[src/rtl/brush_plotter.sv]
// ---------------------------------------------------------------------------
// brush_plotter
//
// Turns a cursor position into a stream of single-pixel write strobes for the
// VGA frame-buffer adapter. It paints a BRUSH x BRUSH square whose top-left
// corner is the cursor. One pixel is emitted per clock. Pixels that fall
// outside the MAX_X x MAX_Y frame still use up their cycle, but plot stays low
// for them.
//
// Ports:
//   clock       in   system clock, rising edge
//   reset       in   asynchronous, active-high; clears all state
//   start       in   request one brush stamp (sampled only when idle)
//   inX, inY    in   [9:0] cursor position (top-left of the brush)
//   colour      in   [2:0] RGB colour for the stamp
//   busy        out  high from the cycle after an accepted start through done
//   done        out  one-cycle pulse when the stamp completes
//   plot        out  write enable to the VGA adapter
//   plotX/Y     out  [9:0] pixel coordinate for the current write
//   plotColour  out  [2:0] pixel colour for the current write
//
// All outputs are registered. The internal state runs one cycle ahead of the
// outputs: in DRAW it computes the pixel that becomes visible after the next
// edge. The busy and done outputs therefore show the externally visible
// phase, not the internal state.
// ---------------------------------------------------------------------------
module brush_plotter #(
    parameter int BRUSH = 4,
    parameter int MAX_X = 160,
    parameter int MAX_Y = 120
) (
    input  logic       clock,
    input  logic       reset,
    input  logic       start,
    input  logic [9:0] inX,
    input  logic [9:0] inY,
    input  logic [2:0] colour,
    output logic       busy,
    output logic       done,
    output logic       plot,
    output logic [9:0] plotX,
    output logic [9:0] plotY,
    output logic [2:0] plotColour
);

    typedef enum logic [1:0] {
        IDLE,
        DRAW,
        DONE
    } state_t;

    state_t     state;
    logic [9:0] base_x;
    logic [9:0] base_y;
    logic [2:0] col;
    logic [2:0] dx;     // BRUSH is at most 8, so 3 bits always suffice
    logic [2:0] dy;

    // The sums are 11 bits wide, so an origin near 1023 cannot wrap back
    // into the visible frame.
    logic [10:0] px;
    logic [10:0] py;
    logic        last_col;
    logic        last_row;

    assign px       = {1'b0, base_x} + {8'd0, dx};
    assign py       = {1'b0, base_y} + {8'd0, dy};
    assign last_col = (dx == 3'(BRUSH - 1));
    assign last_row = (dy == 3'(BRUSH - 1));

    // NOTE: all state and outputs are updated with non-blocking assignments,
    // so every register samples values from before the edge. Blocking
    // assignments here would make the result depend on statement order.
    always_ff @(posedge clock or posedge reset) begin
        if (reset) begin
            state      <= IDLE;
            base_x     <= '0;
            base_y     <= '0;
            col        <= '0;
            dx         <= '0;
            dy         <= '0;
            busy       <= 1'b0;
            done       <= 1'b0;
            plot       <= 1'b0;
            plotX      <= '0;
            plotY      <= '0;
            plotColour <= '0;
        end else begin
            case (state)
                IDLE: begin
                    busy <= 1'b0;
                    done <= 1'b0;
                    plot <= 1'b0;
                    if (start) begin
                        base_x <= inX;
                        base_y <= inY;
                        col    <= colour;
                        dx     <= '0;
                        dy     <= '0;
                        state  <= DRAW;
                    end
                end

                DRAW: begin
                    busy       <= 1'b1;
                    done       <= 1'b0;
                    plotX      <= px[9:0];
                    plotY      <= py[9:0];
                    plotColour <= col;
                    plot       <= (px < 11'(MAX_X)) && (py < 11'(MAX_Y));
                    // Row-major walk: x runs fastest, then y.
                    if (last_col) begin
                        dx <= '0;
                        dy <= dy + 3'd1;
                        if (last_row) begin
                            state <= DONE;
                        end
                    end else begin
                        dx <= dx + 3'd1;
                    end
                end

                DONE: begin
                    busy  <= 1'b1;
                    done  <= 1'b1;
                    plot  <= 1'b0;
                    state <= IDLE;
                end

                default: begin
                    state <= IDLE;
                end
            endcase
        end
    end

endmodule
[config.mk]
export PLATFORM = sky130hd
export DESIGN_NAME = brush_plotter
export DESIGN_NICKNAME = d
export VERILOG_FILES = /design/src/rtl/brush_plotter.sv
export SDC_FILE = /design/constraint.sdc
export NUM_CORES = 1
export LEC_CHECK = 0
export ABC_AREA = 1
export BUFFER_PORTS_ARGS = -buffer_cell sky130_fd_sc_hd__clkbuf_2
export CORE_UTILIZATION = 60
export CTS_BUF_LIST = sky130_fd_sc_hd__clkbuf_4
export DETAILED_ROUTE_END_ITERATION = 7
export GPL_TIMING_DRIVEN = 0
export HOLD_SLACK_MARGIN = 0.12
export PLACE_DENSITY = 0.84
export SLEW_MARGIN = 0
export SYNTH_ARGS = -nofsm -noshare
export SYNTH_HDL_FRONTEND = slang
export SYNTH_SLANG_ARGS = --single-unit
[constraint.sdc]
create_clock -name clock -period 4.5 [get_ports clock]
set_input_delay 0.45 -clock clock [delete_from_list [all_inputs] [get_ports clock]]
set_output_delay 0.45 -clock clock [all_outputs]
set_load 0.005 [all_outputs]
==> results of run 1 <==
[through the flow]
stage | setup slack (ns) | hold WS, ns
after floorplan | 2.650 | 0.4402
after global placement | 2.004 | 0.4532
after detailed placement | 2.452 | 0.4236
after CTS | 2.423 | 0.2665
after global routing | 2.209 | 0.2621
final | 2.402 | 0.2696
[power groups by stage]
stage | Combinational (W) | Sequential [W] | Clock [W]
detailed placement | 0.00117 | 0.000937 | 0
global route | 0.00134 | 0.000961 | 0.000390
CTS | 0.00118 | 0.000928 | 0.000367
floorplan | 0.000812 | 0.000908 | 0
global placement | 0.00112 | 0.000928 | 0
finish | 0.00118 | 0.000932 | 0.000363
[state kept, by name, summed over array words and instances (netlist names)]
name and cells:
done 1, plot 1, plotColour 3, base_x 10, dy 3, dx 3, col 3, busy 1
state 2, plotX 10, plotY 10, base_y 10
[cell usage after synthesis (all sizes together)]
| cell | n |
|---|---|
| buf | 4 |
| dfrtp | 57 |
| clkbuf | 4 |
| nand2 | 94 |
| a21oi | 20 |
| mux2 | 12 |
| nand3b | 1 |
| nor2 | 37 |
| o21ai | 16 |
| o22ai | 1 |
| nand4 | 2 |
| xor2 | 2 |
| ha | 13 |
| nand3 | 27 |
| o21a | 1 |
| nor3 | 1 |
| a31oi | 5 |
| mux2i | 1 |
| inv | 32 |
| clkinv | 1 |
| fa | 2 |
[worst max-delay path: cells and delay by family (launching register included)]
kind / cells / cell delay [ns]
and+or+nand+nor: 8 / 0.83
DFF: 1 / 0.41
buffers and inverters: 2 / 0.14
AOI/OAI and AO/OA: 1 / 0.07
adders and majority gates: 2 / 0.55
[layout make-up]
class	count	area share [%]
multi-input combinational	235	39.15
clock inverter	5	1.365
timing repair buffer	53	8.413
clock buffer	11	2.435
inverter	33	3.653
buffer	8	0.9963
tap	52	1.919
sequential	57	42.07
[routing by layer]
layer  routed length, µm  vias up  global-route usage (%)  share of wire (%)
met5                   0        -                       0                  0
met4                 138        0                   13.94                2.1
met3                 530       18                   5.063                8.0
met2                3142      118                   46.44                 47
met1                2838     1163                   39.72                 43
li1                    -     1209                       -                  -
[path summary, 6_finish.rpt]
path                                 endpoint     startpoint  slack [ns]
worst max-delay path                     plot          dx[0]        2.40
worst min-delay path                   col[0]      colour[0]        0.27
worst max register to register           plot          dx[0]        2.40
worst min register to register  plotColour[1]  plotColour[1]        0.48
max in group asynchronous               dy[2]          reset        3.39
min in group asynchronous       plotColour[2]          reset        0.55
[cell families (layout without fill, tap and decap cells)]
family | count (synthesis) | in the layout
AND/OR/NAND/NOR | 162 | 162
flip-flops | 57 | 57
AO/OA/AOI/OAI | 43 | 43
buffers and inverters | 41 | 110
adder cells (fa/ha/maj) | 15 | 15
multiplexers | 13 | 13
XOR/XNOR | 2 | 2
==> impl_metrics.tcl, run 1 <==
set metrics [dict create \
    dieWidth_um 71.66 \
    synth_fa_ha_area_share_pct 6.962 \
    setup_repair_after_global_routing_missed_its_margin "false" \
    stdcell_count 454 \
    first_global_vias 2462 \
    finish.utilization_pct 75.28 \
    synthCells 333 \
    most_common_library_cell_in_the_layout_ignoring_fill_and_taps "sky130_fd_sc_hd__nand2_1" \
    count_of_buffers_from_port_buffering 51 \
    dp_hpwl_mm 4.865 \
    floorplan.initialDensity_pct 64.64 \
    cp_data_arrival_time_ns 2.38 \
    core.rowCount 24 \
    final-seq-area_mm2 0.001426 \
    worst_slew_pin_slew_ns 0.5088 \
    clkSinkCount 57 \
    timing.critical_path.fanout_max 5 \
    multi_input_comb_area_mm2 0.001328 \
    pins_over_slew_limit 0 \
    setup_viol 0 \
    combinational_family_with_the_most_area_after_synthesis "simple AND/OR/NAND/NOR gates" \
    clock-skew-final_ns 0.01094 \
    synth-simple-area-share_pct 24.67 \
    design.final.nets 438 \
    end_kind "flop" \
    routed_wirelength_mm 6.650 \
    dpl.cell_count 437 \
    grt.overflow.total 0 \
    synth.largest_area_cell "sky130_fd_sc_hd__dfrtp_1" \
    avgRoutedWirePerCell_um 14.65 \
    postCtsSetupRepairBufs 0 \
    grt_first_pass_wirelength_mm 11.28 \
    post_synth_num_cell_types 33 \
    hold_depth 2 \
    drc_errors 0 \
    final_gp_congestion 0.9126 \
    postSynthAreaPerCell_um2 8.743 \
    power_density_mw_per_mm2 731.2 \
    synth_largest_type_area_fraction_pct 48.99 \
    areaGrowthSynthToFinish_pct 16.46 \
    internal_power_w 0.001387 \
    ys_top_cells_by_area "sky130_fd_sc_hd__dfrtp_1, sky130_fd_sc_hd__nand2_1, sky130_fd_sc_hd__ha_1" \
    peakVddDrop_mv 0.3879 \
    worstSkewPairLatency_ns 0.39 \
    power.sequential.fraction_pct 37.6 \
    layout_min_cycle_time_ns 2.098 \
    insertedDiodeCount 0 \
    critPathKind "reg2reg" \
    viasPerCell 5.524 \
    leakage_nw 1.829 \
    clk_pin_slew_ns 0.09 \
    placeableCoreArea_mm2 0.004504 \
    syn-num-nets 374 \
    timing.setup.tns_ns 0 \
    max_freq_mhz 476.7 \
    ant_nets 0 \
    synth_area_mm2 0.002912 \
    cts_resized 0 \
    crit_path_top_delay_cell "sky130_fd_sc_hd__dfrtp_1" \
    grt_resource_usage_total_pct 29.40 \
    slowest_delay_ns 0.41 \
    power_switching_share_pct 44.04 \
    synth.ff_latch_count 57 \
    drv.max_cap_violation_count 0 \
    most-common-layout-cells "sky130_fd_sc_hd__nand2_1, sky130_fd_sc_hd__dfrtp_1, sky130_fd_sc_hd__clkbuf_2, sky130_fd_sc_hd__nor2_1, sky130_fd_sc_hd__inv_1" \
    htree_levels 3 \
    cp_data_required_time_ns 4.78 \
    die_area_mm2 0.005135 \
    synth_compound_gate_area_share_pct 8.380 \
    final_hold_viol_count 0 \
    fin_crit_sh_pct 46.62 \
    drt_pass1_iterations 7 \
    ctsHoldBuffers 1 \
    clockBufferDepth 2 \
    cp_common_cell "sky130_fd_sc_hd__nand2_1" \
    initialDrtViolationCount 153 \
    initial_antenna_violation_count 0 \
    num-fill-cells 367 \
    synthMuxAreaShare_pct 4.985 \
    dpl_cell_area_mm2 0.003252 \
    synth_seq_area_share_pct 48.99 \
    tritoncts "yes" \
    cts_made_buffers 9 \
    worstHoldPathType "in2reg" \
    die_h_um 71.66 \
    setup.worst_path.start_class "flop" \
    maxSlewHeadroom_pct 66.08 \
    synth.yosys.warnings 0 \
    num_vias 2508 \
    status "finished clean" \
    power_frac_clock_pct 14.6 \
    reg2regPathDepth 13 \
    p_total_w 0.002479 \
    crit_path_cell_trace "ha_1 -> inv_1 -> fa_1 -> inv_1 -> nand2_1 -> nand2_1 -> nand3_1 -> nand2_1 -> o21ai_4 -> nand2_1 -> nor2_1 -> nand3_1 -> nand2_1" \
    top_level_ports 52 \
    power.combinational.fraction_pct 47.8 \
    synthXorXnorAreaFrac_pct 0.6016 \
    drive_gt1_share_pct 24.88 \
    fin_area_mm2 0.003391 \
    grt_start_max_net_pins 44 \
    ctsRootBufferMaster "sky130_fd_sc_hd__clkbuf_4" \
    net-switching-power_w 0.001092 \
]
No activity file was read; power rests on OpenSTA's default activity.
==> run 2, diff against run 1 <==
--- a/config.mk
+++ b/config.mk
@@ -5,14 +5,14 @@
 export SDC_FILE = /design/constraint.sdc
 export NUM_CORES = 1
 export LEC_CHECK = 0
-export ABC_AREA = 1
+export ABC_AREA = 0
 export BUFFER_PORTS_ARGS = -buffer_cell sky130_fd_sc_hd__clkbuf_2
-export CORE_UTILIZATION = 60
+export CORE_UTILIZATION = 52
 export CTS_BUF_LIST = sky130_fd_sc_hd__clkbuf_4
 export DETAILED_ROUTE_END_ITERATION = 7
 export GPL_TIMING_DRIVEN = 0
 export HOLD_SLACK_MARGIN = 0.12
-export PLACE_DENSITY = 0.84
+export PLACE_DENSITY = 0.77
 export SLEW_MARGIN = 0
 export SYNTH_ARGS = -nofsm -noshare
 export SYNTH_HDL_FRONTEND = slang
==> constraint.sdc (replaced) <==
create_clock -name clock -period 1.9 [get_ports clock]
set_input_delay 0.19 -clock clock [delete_from_list [all_inputs] [get_ports clock]]
set_output_delay 0.19 -clock clock [all_outputs]
set_load 0.005 [all_outputs]
==> run 2 against run 1 <==
Against the previous run:
- register-to-register slack got worse by 2.8 ns
- total power grew 140%
- combinational power is 120% higher
- sequential share of layout area is 3.1 points lower
- maximum frequency decreased by 7.5%
- synthesized cell count shrank 29%
- largest power group unchanged
- worst hold slack lost 0.058 ns
- via count fell by 17%
- clock skew decreased by 0.0032 ns
- the run now ends with negative setup slack left
==> impl_metrics.tcl, run 2 <==
set metrics [dict create \
    status "complete, but fails checks" \
    failed_checks "negative setup slack" \
    clkSinkCount 57 \
    avgRoutedWirePerCell_um 13.98 \
    insertedDiodeCount 0 \
    hold_depth 3 \
    peakVddDrop_mv 0.8282 \
    finish.utilization_pct 71.25 \
    ctsRootBufferMaster "sky130_fd_sc_hd__clkbuf_4" \
    count_of_buffers_from_port_buffering 51 \
    core.rowCount 26 \
    initialDrtViolationCount 63 \
    final_hold_viol_count 0 \
    synth.ff_latch_count 57 \
    initial_antenna_violation_count 0 \
    slowest_delay_ns 0.38 \
    fin_crit_sh_pct 119.3 \
    placeableCoreArea_mm2 0.005140 \
    drv.max_cap_violation_count 0 \
    power_frac_clock_pct 16.4 \
    grt_first_pass_wirelength_mm 9.073 \
    synth.largest_area_cell "sky130_fd_sc_hd__dfrtp_1" \
    synth_flop_cell "sky130_fd_sc_hd__dfrtp_1" \
    postSynthAreaPerCell_um2 11.88 \
    synth_enable_flop_cells 0 \
    first_global_vias 1922 \
    grt_resource_usage_total_pct 22.54 \
    grt.overflow.total 0 \
    setup_repair_after_global_routing_missed_its_margin "true" \
    layout_min_cycle_time_ns 2.267 \
    worst_slew_pin_slew_ns 0.5283 \
    crit_path_cell_trace "ha_2 -> inv_2 -> fa_2 -> and2b_2 -> o2111ai_4 -> or3_1 -> a221o_1 -> o41ai_2" \
    synth_largest_type_area_fraction_pct 51.08 \
    post_synth_num_cell_types 44 \
    ys_top_cells_by_area "sky130_fd_sc_hd__dfrtp_1, sky130_fd_sc_hd__mux2_2, sky130_fd_sc_hd__ha_1" \
    pins_over_slew_limit 0 \
    net-switching-power_w 0.002155 \
    fin_area_mm2 0.003662 \
    worstHoldPathType "in2reg" \
    synth.yosys.warnings 0 \
    internal_power_w 0.003715 \
    most-common-layout-cells "sky130_fd_sc_hd__dfrtp_1, sky130_fd_sc_hd__clkbuf_2, sky130_fd_sc_hd__mux2_2, sky130_fd_sc_hd__dlygate4sd3_1, sky130_fd_sc_hd__nor2_1" \
    floorplan.initialDensity_pct 54.33 \
    clock-skew-final_ns 0.007708 \
    crit_path_top_delay_cell "sky130_fd_sc_hd__dfrtp_1" \
    drc_errors 0 \
    htree_levels 3 \
    most_common_library_cell_in_the_layout_ignoring_fill_and_taps "sky130_fd_sc_hd__dfrtp_1" \
    clk_pin_slew_ns 0.10 \
    final_gp_congestion 0.8048 \
    die_area_mm2 0.005668 \
    drt_pass1_iterations 4 \
    cp_data_arrival_time_ns 2.56 \
    viasPerCell 5.150 \
    die_h_um 75.29 \
    routed_wirelength_mm 5.676 \
    timing.critical_path.fanout_max 3 \
    cp_data_required_time_ns 2.19 \
    top_level_ports 52 \
    power.combinational.fraction_pct 44.6 \
    reg2regPathDepth 8 \
    setup.worst_path.start_class "flop" \
    areaGrowthSynthToFinish_pct 31.14 \
    dp_hpwl_mm 3.806 \
    num_vias 2091 \
    critPathKind "reg2reg" \
    design.final.nets 372 \
    grt_start_max_net_pins 39 \
    power_density_mw_per_mm2 1603 \
    max_freq_mhz 441.0 \
    maxSlewHeadroom_pct 64.78 \
    dpl_cell_area_mm2 0.003161 \
    power_switching_share_pct 36.71 \
    synth_area_mm2 0.002793 \
    power.sequential.fraction_pct 39.0 \
    synth_seq_area_share_pct 51.08 \
    worst_slack_ns -0.3673 \
    synthCells 235 \
    top_post_synthesis_cells_by_count "sky130_fd_sc_hd__dfrtp_1, sky130_fd_sc_hd__mux2_2, sky130_fd_sc_hd__nor2_1" \
    cts_made_buffers 9 \
    synth_most_common_cell "sky130_fd_sc_hd__dfrtp_1" \
    setup_viol 1 \
    drive_gt1_share_pct 38.39 \
    dieWidth_um 75.29 \
    fraction_of_registers_with_async_set_reset_pct 100.0 \
    leakage_nw 1.688 \
    tritoncts "yes" \
    clockBufferDepth 2 \
    ant_nets 0 \
    worstSkewPairLatency_ns 0.39 \
    end_kind "flop" \
    syn-num-nets 276 \
]
run 2: kinds of logic (layout without fill, tap and decap cells):
family          Yosys count  count (layout)  synth area share [%]
flops                    57              57                 51.08
simple gates             54              54                 9.813
compound gates           38              38                 9.589
mux                      36              36                 14.47
buf+inv                  18             119                 2.464
xor+xnor                 17              17                 5.331
fa+ha+maj                15              15                 7.258
run 2: layout make-up:
type,count,area [µm²]
sequential,57,1426
clock buffer,9,67.56
inverter,10,37.54
tap,70,87.58
timing repair buffer,86,598.1
clock inverter,7,85.08
multi-input combinational,160,1328
fill,397,1478
buffer,7,32.53
run 2: power groups by stage:
stage	Combinational, W	Sequential (W)	Clock (W)
5_1_grt	0.00297	0.00237	0.00104
4_1_cts	0.00255	0.00229	0.000982
3_5_place_dp	0.00237	0.00232	0
2_1_floorplan	0.00169	0.00223	0
6_report	0.00262	0.00229	0.000965
3_3_place_gp	0.00229	0.00229	0
run 2: timing repair:
action / in CTS / in global routing
hold endpoints to repair: 42 / 0
resized for setup: 7 / 7
pin swaps: 6 / 7
setup buffers: 6 / 4
endpoints found under the setup margin: 43 / 13
hold buffers: 24 / 0
run 2: routing by layer:
layer / GRT usage (%) / up-vias / routed length (µm)
met5: 0 / - / 0
met2: 36.11 / 45 / 2763
li1: - / 1017 / -
met3: 5.622 / 15 / 179
met4: 10.08 / 0 / 130
met1: 29.02 / 1014 / 2603
run 2: worst paths after layout:
kind / slack, ns / startpoint / to
min in group asynchronous: 0.32 / reset / plotY[2]
max: -0.37 / dx[0] / plot
min: 0.21 / start / state[1]
max in group asynchronous: 1.03 / reset / state[1]
max reg2reg: -0.37 / dx[0] / plot
min reg2reg: 0.50 / plotY[1] / plotY[1]
run 2: stage by stage:
step / total power [W] / setup slack (ns) / cells / setup TNS [ns] / hold WS (ns)
finish: 0.005870 / -0.3673 / 406 / -0.3673 / 0.2111
global route: 0.006384 / -0.4491 / 406 / -0.6752 / 0.2055
CTS: 0.005824 / -0.3852 / 402 / -0.3852 / 0.1921
detailed placement: 0.004686 / -0.5582 / 357 / -7.394 / 0.2039
global placement: 0.004582 / -0.5085 / 356 / -25.70 / 0.4037
floorplan: 0.003925 / -0.4014 / 235 / -0.4014 / 0.3217
run 2: critical path, delay by kind of cell (launching register included):
kind                       cells  cell delay (ns)
and+or+nand+nor                2             0.60
AOI/OAI and AO/OA              3             0.63
buffers and inverters          1             0.04
adders and majority gates      2             0.53
DFF                            1             0.38
==> run 3, diff against run 2 <==
--- a/config.mk
+++ b/config.mk
@@ -12,8 +12,8 @@
 export DETAILED_ROUTE_END_ITERATION = 7
 export GPL_TIMING_DRIVEN = 0
 export HOLD_SLACK_MARGIN = 0.12
-export PLACE_DENSITY = 0.77
-export SLEW_MARGIN = 0
+export PLACE_DENSITY = 0.78
+export SLEW_MARGIN = 20
 export SYNTH_ARGS = -nofsm -noshare
 export SYNTH_HDL_FRONTEND = slang
 export SYNTH_SLANG_ARGS = --single-unit
==> run 3 against run 2 <==
Against the previous run:
- the flow still finishes with violations (negative setup slack)
- utilization decreased by 2.5 points
- maximum frequency decreased by 0.13%
- critical path type unchanged
- first-iteration DRC count grew 44%
- highest routed layer unchanged
- setup slack lost 0.0029 ns
- via count is 0.91% lower
- register-to-register slack barely moved
==> impl_metrics.tcl, run 3 (synthesized netlist as in run 2, its figures left out) <==
set metrics [dict create \
    status "complete, but fails checks" \
    failed_checks "negative setup slack" \
    power_density_mw_per_mm2 1547 \
    top_level_ports 52 \
    die_area_mm2 0.005668 \
    avgRoutedWirePerCell_um 14.00 \
    htree_levels 3 \
    pins_over_slew_limit 0 \
    cp_data_arrival_time_ns 2.56 \
    worst_slew_pin_slew_ns 0.6997 \
    finish.utilization_pct 68.77 \
    worstHoldPathType "in2reg" \
    count_of_buffers_from_port_buffering 51 \
    clockBufferDepth 2 \
    worstSkewPairLatency_ns 0.39 \
    fin_crit_sh_pct 119.5 \
    worstSetupStartpoint "base_x[0]" \
    ant_nets 0 \
    clkSinkCount 57 \
    dieWidth_um 75.29 \
    most_common_library_cell_in_the_layout_ignoring_fill_and_taps "sky130_fd_sc_hd__dfrtp_1" \
    num_vias 2072 \
    worst_slack_ns -0.3702 \
    grt_util_met1_pct 30.57 \
    initial_antenna_violation_count 0 \
    tritoncts "yes" \
    ctsRootBufferMaster "sky130_fd_sc_hd__clkbuf_4" \
    drv.max_cap_violation_count 0 \
    grt.overflow.total 0 \
    gr-max-usage-layer "met2" \
    drc_errors 0 \
    leakage_nw 1.622 \
    grt_resource_usage_total_pct 22.42 \
    placeableCoreArea_mm2 0.005140 \
    setup.worst_path.start_class "flop" \
    timing.critical_path.fanout_max 2 \
    areaGrowthSynthToFinish_pct 26.57 \
    timing.setup.tns_ns -0.3702 \
    insertedDiodeCount 0 \
    cts_made_buffers 9 \
    max_freq_mhz 440.5 \
    first_global_vias 2001 \
    clk_pin_slew_ns 0.09 \
    routed_wirelength_mm 5.587 \
    setup_repair_after_global_routing_missed_its_margin "true" \
    holdWs_ns 0.1907 \
    final_hold_viol_count 0 \
    timing.rr.start "base_x[0]" \
    dp_hpwl_mm 3.778 \
    drive_gt1_share_pct 35.56 \
    layout_min_cycle_time_ns 2.270 \
    worst_r2r_endpoint "plot" \
    viasPerCell 5.193 \
    gr-usage-met3_pct 4.418 \
    most-common-layout-cells "sky130_fd_sc_hd__dfrtp_1, sky130_fd_sc_hd__clkbuf_2, sky130_fd_sc_hd__mux2_2, sky130_fd_sc_hd__dlygate4sd3_1, sky130_fd_sc_hd__nor2_1" \
    final_gp_congestion 0.7906 \
    design.final.nets 366 \
    floorplan.initialDensity_pct 54.33 \
    clock-skew-final_ns 0.01119 \
    placement.setup.worst_slack_ns -0.5573 \
    peakVddDrop_mv 0.8412 \
    cp_data_required_time_ns 2.19 \
    crit_end "plot" \
    critPathKind "reg2reg" \
    drt_pass1_iterations 4 \
    grt_start_max_net_pins 58 \
    end_kind "flop" \
    initialDrtViolationCount 91 \
    setup_viol 1 \
    r2r_setup_slack_ns -0.37 \
    core.rowCount 26 \
    die_h_um 75.29 \
    groute.layer.met2.usage_pct 34.62 \
    reg2regPathDepth 8 \
    maxSlewHeadroom_pct 53.35 \
    grt_first_pass_wirelength_mm 9.246 \
]
==> run 3: power breakdown <==
part,internal (W),switching [W],total (W)
sequential,0.00181,0.000481,0.00229
combinational,0.00130,0.00121,0.00251
clock,0.000242,0.000429,0.000671
==> run 3: what timing repair did <==
action	in CTS	in global routing
pin swaps	7	2
setup buffers	5	0
endpoints found under the hold margin	80	0
gates resized for setup	6	4
endpoints found under the setup margin	43	13
hold buffers	24	0
==> run 3: routing by layer <==
layer | vias to the layer above | part of all wire (%)
li1 | 1004 | -
met4 | 0 | 2.1
met1 | 1007 | 48
met2 | 49 | 46
met5 | - | 0
met3 | 12 | 3.3
==> run 3: through the flow <==
stage | total power (W) | area, µm² | cells
finish | 0.005468 | 3535 | 399
global route | 0.005944 | 3535 | 399
CTS | 0.005480 | 3522 | 399
detailed placement | 0.004682 | 3143 | 356
global placement | 0.004581 | 3141 | 356
floorplan | 0.003925 | 2798 | 235
==> run 3: worst min path at each step <==
stage	startpoint	to	slack [ns]	depth (start not counted)
after global routing	start	state[1]	0.19	3
final	start	state[1]	0.19	3
after CTS	start	state[1]	0.16	3
after floorplan	inX[0]	base_x[0]	0.32	1
after detailed placement	reset	plotY[2]	0.34	2
after global placement	inX[0]	base_x[0]	0.40	2
==> run 3: cell type report <==
| type | instances | area [µm²] |
|---|---|---|
| Buffer | 7 | 32.53 |
| Clock buffer | 9 | 67.56 |
| Clock inverter | 6 | 26.28 |
| Fill cell | 425 | 1605 |
| Inverter | 10 | 40.04 |
| Multi-Input combinational cell | 160 | 1321 |
| Sequential cell | 57 | 1426 |
| Tap cell | 70 | 87.58 |
| Timing Repair Buffer | 80 | 533.0 |
==> run 3: worst max-delay path: stages, from the launching register on <==
cell and delay [ns]:
sky130_fd_sc_hd__dfrtp_1 0.37, sky130_fd_sc_hd__ha_2 0.19, sky130_fd_sc_hd__inv_2 0.04, sky130_fd_sc_hd__fa_2 0.33, sky130_fd_sc_hd__and2b_2 0.26, sky130_fd_sc_hd__o2111ai_4 0.11
sky130_fd_sc_hd__or3_1 0.33, sky130_fd_sc_hd__a221o_1 0.31, sky130_fd_sc_hd__o41ai_2 0.22
